[src/rtl/ifu_fetch_queue.sv]
// Instruction fetch stage: single-outstanding imem requests feeding a small in-order queue toward decode.
// Optional build macro IFU_PERF_EN adds perf_fetch_cnt / perf_flush_cnt counter ports.
`timescale 1ns/1ps
module ifu_fetch_queue #(
  parameter logic [31:0] RESET_PC = 32'h8000_0000,
  parameter int          QDEPTH   = 2
) (
  input  logic        clk,
  input  logic        rst,
  output logic        imem_req_valid,
  input  logic        imem_req_ready,
  output logic [31:0] imem_req_addr,
  input  logic        imem_resp_valid,
  input  logic [31:0] imem_resp_data,
  input  logic        redirect_valid,
  input  logic [31:0] redirect_pc,
  output logic        id_valid,
  input  logic        id_ready,
  output logic [31:0] id_inst,
  output logic [31:0] id_pc,
  output logic [6:0]  id_opcode,
`ifdef IFU_PERF_EN
  output logic [31:0] perf_fetch_cnt,
  output logic [31:0] perf_flush_cnt,
`endif
  output logic [2:0]  id_funct3
);

  localparam int AW = $clog2(QDEPTH);
  localparam int CW = AW + 1;
  localparam logic [CW-1:0] QDEPTH_C = CW'(QDEPTH);

  typedef enum logic [1:0] {IDLE, REQ, WAIT} state_t;

  state_t        state_reg, state_next;
  logic [31:0]   fetch_pc_reg, fetch_pc_next;
  logic [31:0]   req_addr_reg, req_addr_next;
  logic          discard_reg, discard_next;
  logic [AW-1:0] head_reg, tail_reg;
  logic [CW-1:0] count_reg;
  logic [31:0]   pc_mem   [QDEPTH];
  logic [31:0]   inst_mem [QDEPTH];

  logic [31:0] redir_aligned;
  logic        push, pop;

  assign redir_aligned = redirect_pc & 32'hFFFF_FFFC;
  assign id_valid      = (count_reg != '0);
  // Redirect kills both the landing response and any decode handshake in the same cycle.
  assign push = (state_reg == WAIT) && imem_resp_valid && !discard_reg && !redirect_valid;
  assign pop  = id_valid && id_ready && !redirect_valid;

  always_comb begin
    state_next    = state_reg;
    fetch_pc_next = fetch_pc_reg;
    req_addr_next = req_addr_reg;
    discard_next  = discard_reg;
    unique case (state_reg)
      IDLE: begin
        if (redirect_valid || (count_reg < QDEPTH_C)) begin
          state_next    = REQ;
          req_addr_next = redirect_valid ? redir_aligned : fetch_pc_reg;
        end
      end
      REQ: begin
        // Address stays frozen until accepted; a redirect only marks the answer stale.
        if (imem_req_ready) state_next = WAIT;
        if (redirect_valid) discard_next = 1'b1;
      end
      WAIT: begin
        if (imem_resp_valid) begin
          state_next   = IDLE;
          discard_next = 1'b0;
          if (push) fetch_pc_next = fetch_pc_reg + 32'd4;
        end else if (redirect_valid) begin
          discard_next = 1'b1;
        end
      end
      default: state_next = IDLE;
    endcase
    if (redirect_valid) fetch_pc_next = redir_aligned;
  end

  always_ff @(posedge clk or posedge rst) begin
    if (rst) begin
      state_reg    <= IDLE;
      fetch_pc_reg <= RESET_PC;
      req_addr_reg <= RESET_PC;
      discard_reg  <= 1'b0;
      head_reg     <= '0;
      tail_reg     <= '0;
      count_reg    <= '0;
    end else begin
      state_reg    <= state_next;
      fetch_pc_reg <= fetch_pc_next;
      req_addr_reg <= req_addr_next;
      discard_reg  <= discard_next;
      if (redirect_valid) begin
        head_reg  <= '0;
        tail_reg  <= '0;
        count_reg <= '0;
      end else begin
        if (push) tail_reg <= tail_reg + AW'(1);
        if (pop)  head_reg <= head_reg + AW'(1);
        unique case ({push, pop})
          2'b10:   count_reg <= count_reg + CW'(1);
          2'b01:   count_reg <= count_reg - CW'(1);
          default: count_reg <= count_reg;
        endcase
      end
    end
  end

  // Queue storage needs no reset: entries are only observed once count covers them.
  always_ff @(posedge clk) begin
    if (push) begin
      pc_mem[tail_reg]   <= fetch_pc_reg;
      inst_mem[tail_reg] <= imem_resp_data;
    end
  end

  assign imem_req_valid = (state_reg == REQ);
  assign imem_req_addr  = req_addr_reg;
  assign id_pc          = pc_mem[head_reg];
  assign id_inst        = inst_mem[head_reg];
  assign id_opcode      = id_inst[6:0];
  assign id_funct3      = id_inst[14:12];

`ifdef IFU_PERF_EN
  always_ff @(posedge clk or posedge rst) begin
    if (rst) begin
      perf_fetch_cnt <= '0;
      perf_flush_cnt <= '0;
    end else begin
      if (id_valid && id_ready) perf_fetch_cnt <= perf_fetch_cnt + 32'd1;
      if (redirect_valid)       perf_flush_cnt <= perf_flush_cnt + 32'd1;
    end
  end
`endif

endmodule

[config.mk]
export PLATFORM = sky130hd
export DESIGN_NAME = ifu_fetch_queue
export DESIGN_NICKNAME = d
export VERILOG_FILES = /design/src/rtl/ifu_fetch_queue.sv
export SDC_FILE = /design/constraint.sdc
export NUM_CORES = 1
export LEC_CHECK = 0
export BUFFER_PORTS_ARGS = -buffer_cell sky130_fd_sc_hd__buf_2
export CAP_MARGIN = 30
export CORE_ASPECT_RATIO = 1.2
export CORE_MARGIN = 5
export CORE_UTILIZATION = 50
export CTS_CLUSTER_DIAMETER = 200
export DETAILED_ROUTE_END_ITERATION = 10
export PLACE_DENSITY = 0.74
export REMOVE_ABC_BUFFERS = 1
export SETUP_SLACK_MARGIN = 0.1
export SYNTH_ARGS = -nofsm -noshare
export SYNTH_HDL_FRONTEND = slang
export SYNTH_SLANG_ARGS = --single-unit
[constraint.sdc]
create_clock -name clk -period 12.77 [get_ports clk]
set_input_delay 0.6385 -clock clk [delete_from_list [all_inputs] [get_ports clk]]
set_output_delay 0.6385 -clock clk [all_outputs]
set_load 0.01 [all_outputs]
==> impl_metrics.ini, run 1 <==
[worst_setup_path]
end_kind = primary output
start_kind = register
rrSetupSlack_ns = 10.46
crit_type = register to primary output
worstRegToRegCells = 7
worstSetupEndpoint = id_funct3[2]
path_cells = buf_4 > mux2_2 > buf_2
cp_slowest_cell = dfrtp_2
cp_top_family = buffers and inverters
timing.rr.start = state_reg[0]
cp.required_ns = 12.13
cp_max_fo = 46
arrival_ns = 2.30
critPathMaxStageDelay_ns = 0.68
startpoint = head_reg
cp.depth = 3
r2r-end = fetch_pc_reg[30]
path_buf_inv = 2

[sta]
setup_viol = 0
hold_slack_ns = 0.395
skew_ns = 0.0145
max_clock_freq_ghz = 0.341
period_share_pct = 23.0
finalWorstSetupSlack_ns = 9.83
finalHoldViolations = 0
final_max_slew_viol_count = 0
tns_ns = 0
rsz0062_at_grt = false
relSlewSlack_pct = 39.0
worstMarginPinSlew_ns = 0.916
min_period_ns = 2.94

[floorplanning]
die_w_um = 127
ios = 178
dieHeight_um = 150
dieArea_sq_mm = 0.0191
start_util_pct = 50.7
core-area_sq_mm = 0.0162
std_cell_rows = 51

[detailed_routing]
wl_per_cell_um = 18.0
drtPass1Iterations = 4
vias_per_cell = 5.35
totalWireLength_mm = 17.6
drtIter0Drc = 328
drc_errors = 0
vias = 5243
drt.antenna.violating_nets = 0

[global_route]
grt_most_used_layer = met2
grt_antenna_before_repair = 0
grt_max_degree = 69
met1_usage_pct = 23.6
grt_pass1_wl_mm = 28.5
track_usage_pct = 19.0
grt_pass1_vias = 5592
globalRouteMet3Util_pct = 4.01
overflow = 0
grt.met2_usage_pct = 33.5

[clock_network]
clk_pin_slew_ns = 0.07
clockBufferDepth = 2
cts_tree = done
clock_sinks = 192
cts_buffers = 17
clock-root-buffer = clkbuf_16
post_cts_buffers = 0
htree_num_levels = 4
cts_resized = 0
cts_hold_buf = 0
insertion_delay_ns = 0.43

[final_layout]
drive_gt1_share_pct = 38.3
multi_input_area_sq_mm = 0.00254
regMostFlops = inst_mem
final_nets = 830
synthToLayoutAreaGrowth_pct = 19.1
nFillCells = 1238
ff_latch_area_sq_mm = 0.00543
layout_commonest_cell = buf_2
stdcell_area_sq_mm = 0.00979
largest_reg_flops = 64
n_antenna_cell = 0
layout_common_cells = buf_2, edfxtp_1, mux2_2

[synthesis]
netlist_area_sq_mm = 0.00822
synth_cells = 596
synth_edf_count = 124
ys_warn_count = 0
synth_flop_cell = edfxtp_1
synth_seq_cells = 192
yosysUniqueCellTypes = 48
avgSynthCellArea_sq_um = 13.8
synthArstFlopShare_pct = 35.4
ys_seq_area_share_pct = 66.1

[placement]
globalplace.congestion = 0.802
dpl_cell_area_sq_mm = 0.00920
io_buffer_count = 173
dp_slack_ns = 10.17
post-dp-hpwl_mm = 11.9

[pwr]
p_int_mw = 1.10
ir_worst_vdd_mv = 0.0910
power_density_mw_per_mm2 = 159
swShare_pct = 29.2
pwr-share-comb_pct = 17.2
clkPwrFrac_pct = 33.2
p_leak_nw = 3.88
pwr-share-seq_pct = 49.6
p_sw_uw = 455

[status]
status = finished clean

[job]
drv_cap = 0

[hold_path]
hold_class = input pin to register
## worst reg2reg max path, delay by kind of cell, from the launching register on
| family | cells | cell delay (ns) |
|---|---|---|
| fa+ha+maj | 1 | 0.23 |
| compound gates | 2 | 0.60 |
| flops | 1 | 0.41 |
| simple gates | 2 | 0.54 |
| buf+inv | 2 | 0.41 |
## worst min path at each step
| stage | startpoint | to | slack, ns | cells after the start |
|---|---|---|---|---|
| finish | imem_resp_data[0] | inst_mem[0][0] | 0.39 | 1 |
| floorplan | imem_req_addr[31] | imem_req_addr[31] | 0.47 | 2 |
| global route | imem_resp_data[0] | inst_mem[1][0] | 0.37 | 1 |
| CTS | imem_resp_data[0] | inst_mem[0][0] | 0.38 | 1 |
| global placement | imem_req_addr[31] | imem_req_addr[31] | 0.46 | 2 |
| detailed placement | imem_req_addr[31] | imem_req_addr[31] | 0.47 | 2 |
## final cells by class
class	instances	area share (%)
multi-input cells	353	25.9
inverters	9	0.345
clock buffers	17	4.35
clock inverters	15	1.62
well taps	212	2.71
flip-flops and latches	192	55.5
repair buffers	182	9.56
## kinds of logic after synthesis
| logic type | after synthesis | share of synthesized area [%] |
|---|---|---|
| simple gates | 169 | 11.2 |
| other cells | 1 | 0.0456 |
| xor+xnor | 12 | 1.28 |
| buf+inv | 52 | 3.35 |
| mux | 86 | 11.6 |
| flops | 192 | 66.1 |
| compound gates | 79 | 5.71 |
| fa+ha+maj | 5 | 0.761 |
## cell usage after synthesis (2+ instances only)
cell | instances | area, sq um
a21oi_1 | 12 | 60.1
a221o_1 | 2 | 20.0
a311o_1 | 3 | 30.0
and2_1 | 4 | 25.0
and3_1 | 5 | 31.3
and4_1 | 7 | 61.3
buf_2 | 10 | 50.1
buf_4 | 14 | 105
buf_6 | 2 | 22.5
clkbuf_1 | 16 | 60.1
dfrtp_1 | 66 | 1650
dfstp_2 | 2 | 52.6
edfxtp_1 | 124 | 3720
ha_1 | 5 | 62.6
inv_1 | 9 | 33.8
mux2_1 | 4 | 45.0
mux2_2 | 67 | 754
mux2i_1 | 15 | 150
nand2_1 | 54 | 203
nand2b_1 | 7 | 43.8
nand3_1 | 18 | 90.1
nand3b_1 | 2 | 15.0
nand4_1 | 10 | 62.6
nand4_4 | 2 | 42.5
nor2_1 | 22 | 82.6
nor2b_1 | 15 | 93.8
nor3_1 | 5 | 25.0
nor3b_1 | 2 | 15.0
nor4_1 | 4 | 25.0
nor4_2 | 2 | 25.0
o21a_1 | 3 | 22.5
o21ai_0 | 7 | 35.0
o21ai_1 | 42 | 210
o31a_1 | 6 | 52.6
or4_1 | 5 | 37.5
xnor2_1 | 4 | 35.0
xor2_1 | 8 | 70.1
## per-layer routing
layer	routed length [um]	vias to the layer above
li1	-	2501
met4	210	0
met2	8960	175
met1	7430	2551
met5	0	-
met3	995	16
## power by group through the flow
stage | sequential [mW] | combinational [mW] | clock, mW
5_1_grt | 0.783 | 0.301 | 0.553
6_report | 0.774 | 0.269 | 0.517
3_5_place_dp | 0.788 | 0.271 | 0
3_3_place_gp | 0.783 | 0.262 | 0
2_1_floorplan | 0.804 | 0.134 | 0
4_1_cts | 0.774 | 0.274 | 0.525
## stage by stage
| stage | power [mW] | util, % | cells |
|---|---|---|---|
| after global routing | 1.64 | 60.4 | 980 |
| final | 1.56 | 60.4 | 980 |
| after floorplan | 0.937 | - | 554 |
| after detailed placement | 1.06 | 56.8 | 948 |
| after global placement | 1.04 | 56.8 | 948 |
| after CTS | 1.57 | 60.4 | 980 |
Power figures use the tool's default switching activity.
==> run 2: changes to the inputs <==
Settings changed: ABC_AREA set to 1.
Clock period 12.77 ns to 3.1 ns, I/O delays scaled along.
==> impl_metrics.ini, run 2 <==
[final_layout]
n_antenna_cell = 0
final_nets = 1141
layout_commonest_cell = nand2_1
largest_reg_flops = 64
drive_gt1_share_pct = 24.0
synthToLayoutAreaGrowth_pct = 23.9
regMostFlops = inst_mem
layout_common_cells = nand2_1, buf_2, edfxtp_1
final_util_pct = 63.0

[detailed_routing]
totalWireLength_mm = 20.2
drtPass1Iterations = 5
drt.antenna.violating_nets = 0
drc_errors = 0
wl_per_cell_um = 15.6
vias = 6605
vias_per_cell = 5.10
drtIter0Drc = 523

[synthesis]
netlist_area_sq_mm = 0.00856
synth_seq_cells = 192
synthMuxAreaShare_pct = 1.05
yosysTopAreaCellShare_pct = 43.5
yosys.area_share.simple_pct = 24.3
yosysTopAreaCell = edfxtp_1
synth_cells = 872
ys_warn_count = 0
synth.most_common_cell = nand2_1
synth_top_family_by_area = simple AND/OR/NAND/NOR gates
synth_area_leaders = edfxtp_1, dfrtp_1, nand2_1, nor2_1, nand3_1
netlist_top_cells_count = nand2_1, edfxtp_1, dfrtp_1, nor2_1
avgSynthCellArea_sq_um = 9.82
synth_flop_cell = edfxtp_1
synth_edf_count = 124
yosysUniqueCellTypes = 38
ys_seq_area_share_pct = 63.4
synth_fa_ha_area_share_pct = 0.730
synth-compound-area-share_pct = 5.27
synth_xor_area_share_pct = 0.307
synthArstFlopShare_pct = 35.4

[clock_network]
clock-root-buffer = clkbuf_16
htree_num_levels = 4
cts_tree = done
cts_buffers = 17
clock_sinks = 192
insertion_delay_ns = 0.44
clk_pin_slew_ns = 0.07
clockBufferDepth = 2

[worst_setup_path]
cp.required_ns = 3.43
end_kind = register
arrival_ns = 2.50
start_kind = register
rrSetupSlack_ns = 0.92
crit_type = register to register
cp_max_fo = 22

[placement]
globalplace.congestion = 0.829
dp_slack_ns = 0.938
post-dp-hpwl_mm = 13.0
io_buffer_count = 173

[pwr]
ir_worst_vdd_mv = 0.469
power_density_mw_per_mm2 = 719
pwr-share-seq_pct = 43.7
clkPwrFrac_pct = 32.0
p_sw_mw = 2.42
swShare_pct = 31.7
pwr-share-comb_pct = 24.3
p_total_mw = 7.64
p_leak_nw = 4.77
p_int_mw = 5.22

[sta]
skew_ns = 0.00836
hold_slack_ns = 0.0137
finalWorstSetupSlack_ns = 0.925
final_max_slew_viol_count = 0
max_clock_freq_ghz = 0.460
relSlewSlack_pct = 39.0
rsz0062_at_grt = false
finalHoldViolations = 0
min_period_ns = 2.18
worstMarginPinSlew_ns = 0.913
period_share_pct = 70.2
setup_viol = 0

[floorplanning]
dieArea_sq_mm = 0.0199
die_w_um = 129
dieHeight_um = 153
std_cell_rows = 52
ios = 178
core-area_sq_mm = 0.0169
start_util_pct = 50.8

[global_route]
track_usage_pct = 20.6
grt_max_degree = 65
grt_antenna_before_repair = 1
grt_pass1_vias = 6462
overflow = 0
grt_pass1_wl_mm = 32.3

[status]
status = finished clean

[job]
drv_cap = 0

[hold_path]
hold_class = input pin to register
==> run 2: cell count changes in the layout (fill, tap and decap cells not counted), moves of 21 or more <==
cell,change
nand3_1,+21
mux2_2,-62
nor2_1,+42
o21ai_1,-29
inv_1,+30
nand2_1,+300
dlygate4sd3_1,+34
==> run 2: worst paths after layout <==
check,startpoint,end,depth (start not counted)
max,state_reg[0],fetch_pc_reg[30],9
min,redirect_pc[2],imem_req_addr[2],3
max reg2reg,state_reg[0],fetch_pc_reg[30],9
min reg2reg,imem_req_addr[23],imem_req_addr[23],1
max in group asynchronous,rst,fetch_pc_reg[31],4
min in group asynchronous,rst,imem_req_addr[15],3
==> run 2: cells by family after synthesis <==
kind of cell    Yosys count
compound gates           78
xor+xnor                  3
fa+ha+maj                 5
buf+inv                  92
flops                   192
mux                       8
other cells               1
simple gates            493
==> run 2: layer usage <==
layer / track usage [%] / up-vias / share of wire (%)
li1: - / 3258 / -
met3: 3.73 / 35 / 4.6
met2: 35.1 / 179 / 51
met5: 0 / - / 0.035
met1: 26.5 / 3131 / 42
met4: 6.98 / 2 / 2.1
==> run 2: critical path: stages (launching register included) <==
cell     delay [ns]
dfrtp_1        0.38
inv_1          0.12
ha_1           0.22
nand3_1        0.14
nand2_2        0.30
inv_1          0.45
a21oi_1        0.25
nand3_1        0.09
nand2_1        0.07
inv_1          0.04
==> run 2: layout make-up <==
cell class,count,area (sq um)
Multi-Input combinational cell,589,2740
Fill cell,1412,6240
Clock inverter,15,246
Timing Repair Buffer,221,1340
Sequential cell,192,5430
Clock buffer,17,425
Tap cell,216,270
Inverter,45,169
==> run 2: what timing repair did <==
item                                   in CTS  in global routing
resized for setup                           0                  0
setup buffers                               0                  0
hold buffers                               34                  0
endpoints found under the hold margin     104                  0
==> run 2: power by group through the flow <==
stage               Sequential [mW]  Combinational, mW  Clock, mW
finish                         3.33               1.86       2.44
global route                   3.38               2.07       2.59
CTS                            3.33               1.89       2.48
detailed placement             3.38               1.84          0
global placement               3.37               1.80          0
floorplan                      3.45              0.954          0
==> run 2: through the flow <==
stage               instance area (sq um)  cells  TNS, ns
CTS                                 10600   1295        0
global placement                     9600   1229        0
detailed placement                   9600   1229        0
floorplan                            8310    826  -117.94
finish                              10600   1295        0
global route                        10600   1295        0
==> run 3: changes to the inputs <==
Settings changed: PLACE_DENSITY 0.74 to 0.77.
Clock period 3.1 ns to 1.9 ns, I/O delays scaled along.
==> impl_metrics.ini, run 3 (same netlist as run 2, synthesis figures left out) <==
[clock_network]
cts_tree = done
htree_num_levels = 4
clockBufferDepth = 2
insertion_delay_ns = 0.43
clock-root-buffer = clkbuf_16
clock_sinks = 192
cts_buffers = 17
clk_pin_slew_ns = 0.07

[placement]
post-dp-hpwl_mm = 13.5
globalplace.congestion = 0.805
io_buffer_count = 173

[job]
drv_cap = 0

[detailed_routing]
totalWireLength_mm = 20.8
vias_per_cell = 5.11
vias = 6803
drc_errors = 0
drt.antenna.violating_nets = 0
wl_per_cell_um = 15.6
drtIter0Drc = 592
drtPass1Iterations = 5

[worst_setup_path]
path_buf_inv = 4
arrival_ns = 1.90
cp.required_ns = 2.05
cp_top_family = buffers and inverters
rrSetupSlack_ns = 0.14
crit_type = register to register
critPathMaxStageDelay_ns = 0.38
cp_slowest_cell = dfrtp_1
cp_max_fo = 12
end_kind = register
path_cells = inv_1 > ha_2 > nand3_2 > nor2_2 > inv_2 > nor2_4 > buf_4 > clkbuf_16
start_kind = register

[final_layout]
n_antenna_cell = 0
drive_gt1_share_pct = 25.3
synthToLayoutAreaGrowth_pct = 28.9
layout_common_cells = nand2_1, buf_2, edfxtp_1
multi_input_area_sq_mm = 0.00275
nFillCells = 1332
final_nets = 1178
regMostFlops = inst_mem
ff_latch_area_sq_mm = 0.00543
largest_reg_flops = 64
layout_commonest_cell = nand2_1

[global_route]
track_usage_pct = 20.9
grt_pass1_wl_mm = 32.6
grt_antenna_before_repair = 0
grt_pass1_vias = 6616
overflow = 0
grt_max_degree = 69

[hold_path]
hold_class = input pin to register

[pwr]
swShare_pct = 31.1
ir_worst_vdd_mv = 0.625
pwr-share-seq_pct = 44.3
clkPwrFrac_pct = 30.0
p_leak_nw = 4.95
p_int_mw = 8.47
pwr-share-comb_pct = 25.7
p_sw_mw = 3.82
p_total_mw = 12.3
power_density_mw_per_mm2 = 1110

[sta]
rsz0062_at_grt = true
setup_viol = 0
period_share_pct = 92.4
finalHoldViolations = 0
max_clock_freq_ghz = 0.570
min_period_ns = 1.76
skew_ns = 0.00775
final_max_slew_viol_count = 0
tns_ns = 0

[floorplanning]
dieArea_sq_mm = 0.0199
start_util_pct = 50.8
die_w_um = 129
core-area_sq_mm = 0.0169
ios = 178
dieHeight_um = 153
std_cell_rows = 52

[status]
status = finished clean
==> run 3: path summary, 6_finish.rpt <==
path / start / cells past startpoint / to
worst max-delay path: state_reg[0] / 8 / inst_mem[1][31]
worst min-delay path: redirect_pc[12] / 3 / imem_req_addr[12]
worst max register to register: state_reg[0] / 8 / inst_mem[1][31]
worst min register to register: fetch_pc_reg[31] / 2 / fetch_pc_reg[31]
max in group asynchronous: rst / 4 / fetch_pc_reg[31]
min in group asynchronous: rst / 4 / imem_req_addr[15]
==> run 3: layer usage <==
layer / routed length [um] / GRT usage, % / vias to the layer above / part of all wire (%)
li1: - / - / 3331 / -
met1: 8320 / 26.0 / 3205 / 40
met2: 10700 / 36.3 / 234 / 52
met3: 1270 / 3.77 / 33 / 6.1
met4: 491 / 7.77 / 0 / 2.4
met5: 0 / 0 / - / 0
==> run 3: layout make-up <==
cell class,instances,area share [%]
timing repair buffer,258,16.3
sequential,192,49.2
multi-input combinational,589,24.9
clock buffer,20,4.14
clock inverter,12,1.41
inverter,45,1.56
tap,216,2.45
==> run 3: power by group through the flow <==
stage	clock (mW)	combinational, mW	sequential, mW
3_5_place_dp	0	3.04	5.52
3_3_place_gp	0	2.96	5.49
5_1_grt	3.92	3.51	5.51
6_report	3.69	3.16	5.44
2_1_floorplan	0	1.56	5.63
4_1_cts	3.77	3.14	5.44
==> run 3: worst min-delay path, cell delays in order <==
cell and delay (ns):
buf_2 0.11, nand2_1 0.10, a31oi_1 0.09
==> run 3: stage by stage <==
step	hold WS (ns)	setup slack [ns]	utilization [%]	area [sq um]	cells
CTS	0.00166	0.101	64.9	10900	1327
detailed placement	0.210	0.0943	57.8	9740	1238
global placement	0.207	0.139	57.8	9740	1238
finish	0.00978	0.145	65.5	11000	1332
floorplan	0.194	-2.16	-	8310	826
global route	0.0168	0.0601	65.5	11000	1332
==> run 3: repair_timing <==
item / in CTS / in global routing
setup buffers: 2 / 3
hold buffers: 54 / 0
setup endpoints to repair: 46 / 149
hold endpoints to repair: 164 / 0
cloned: 1 / 2
gates resized for setup: 1 / 7
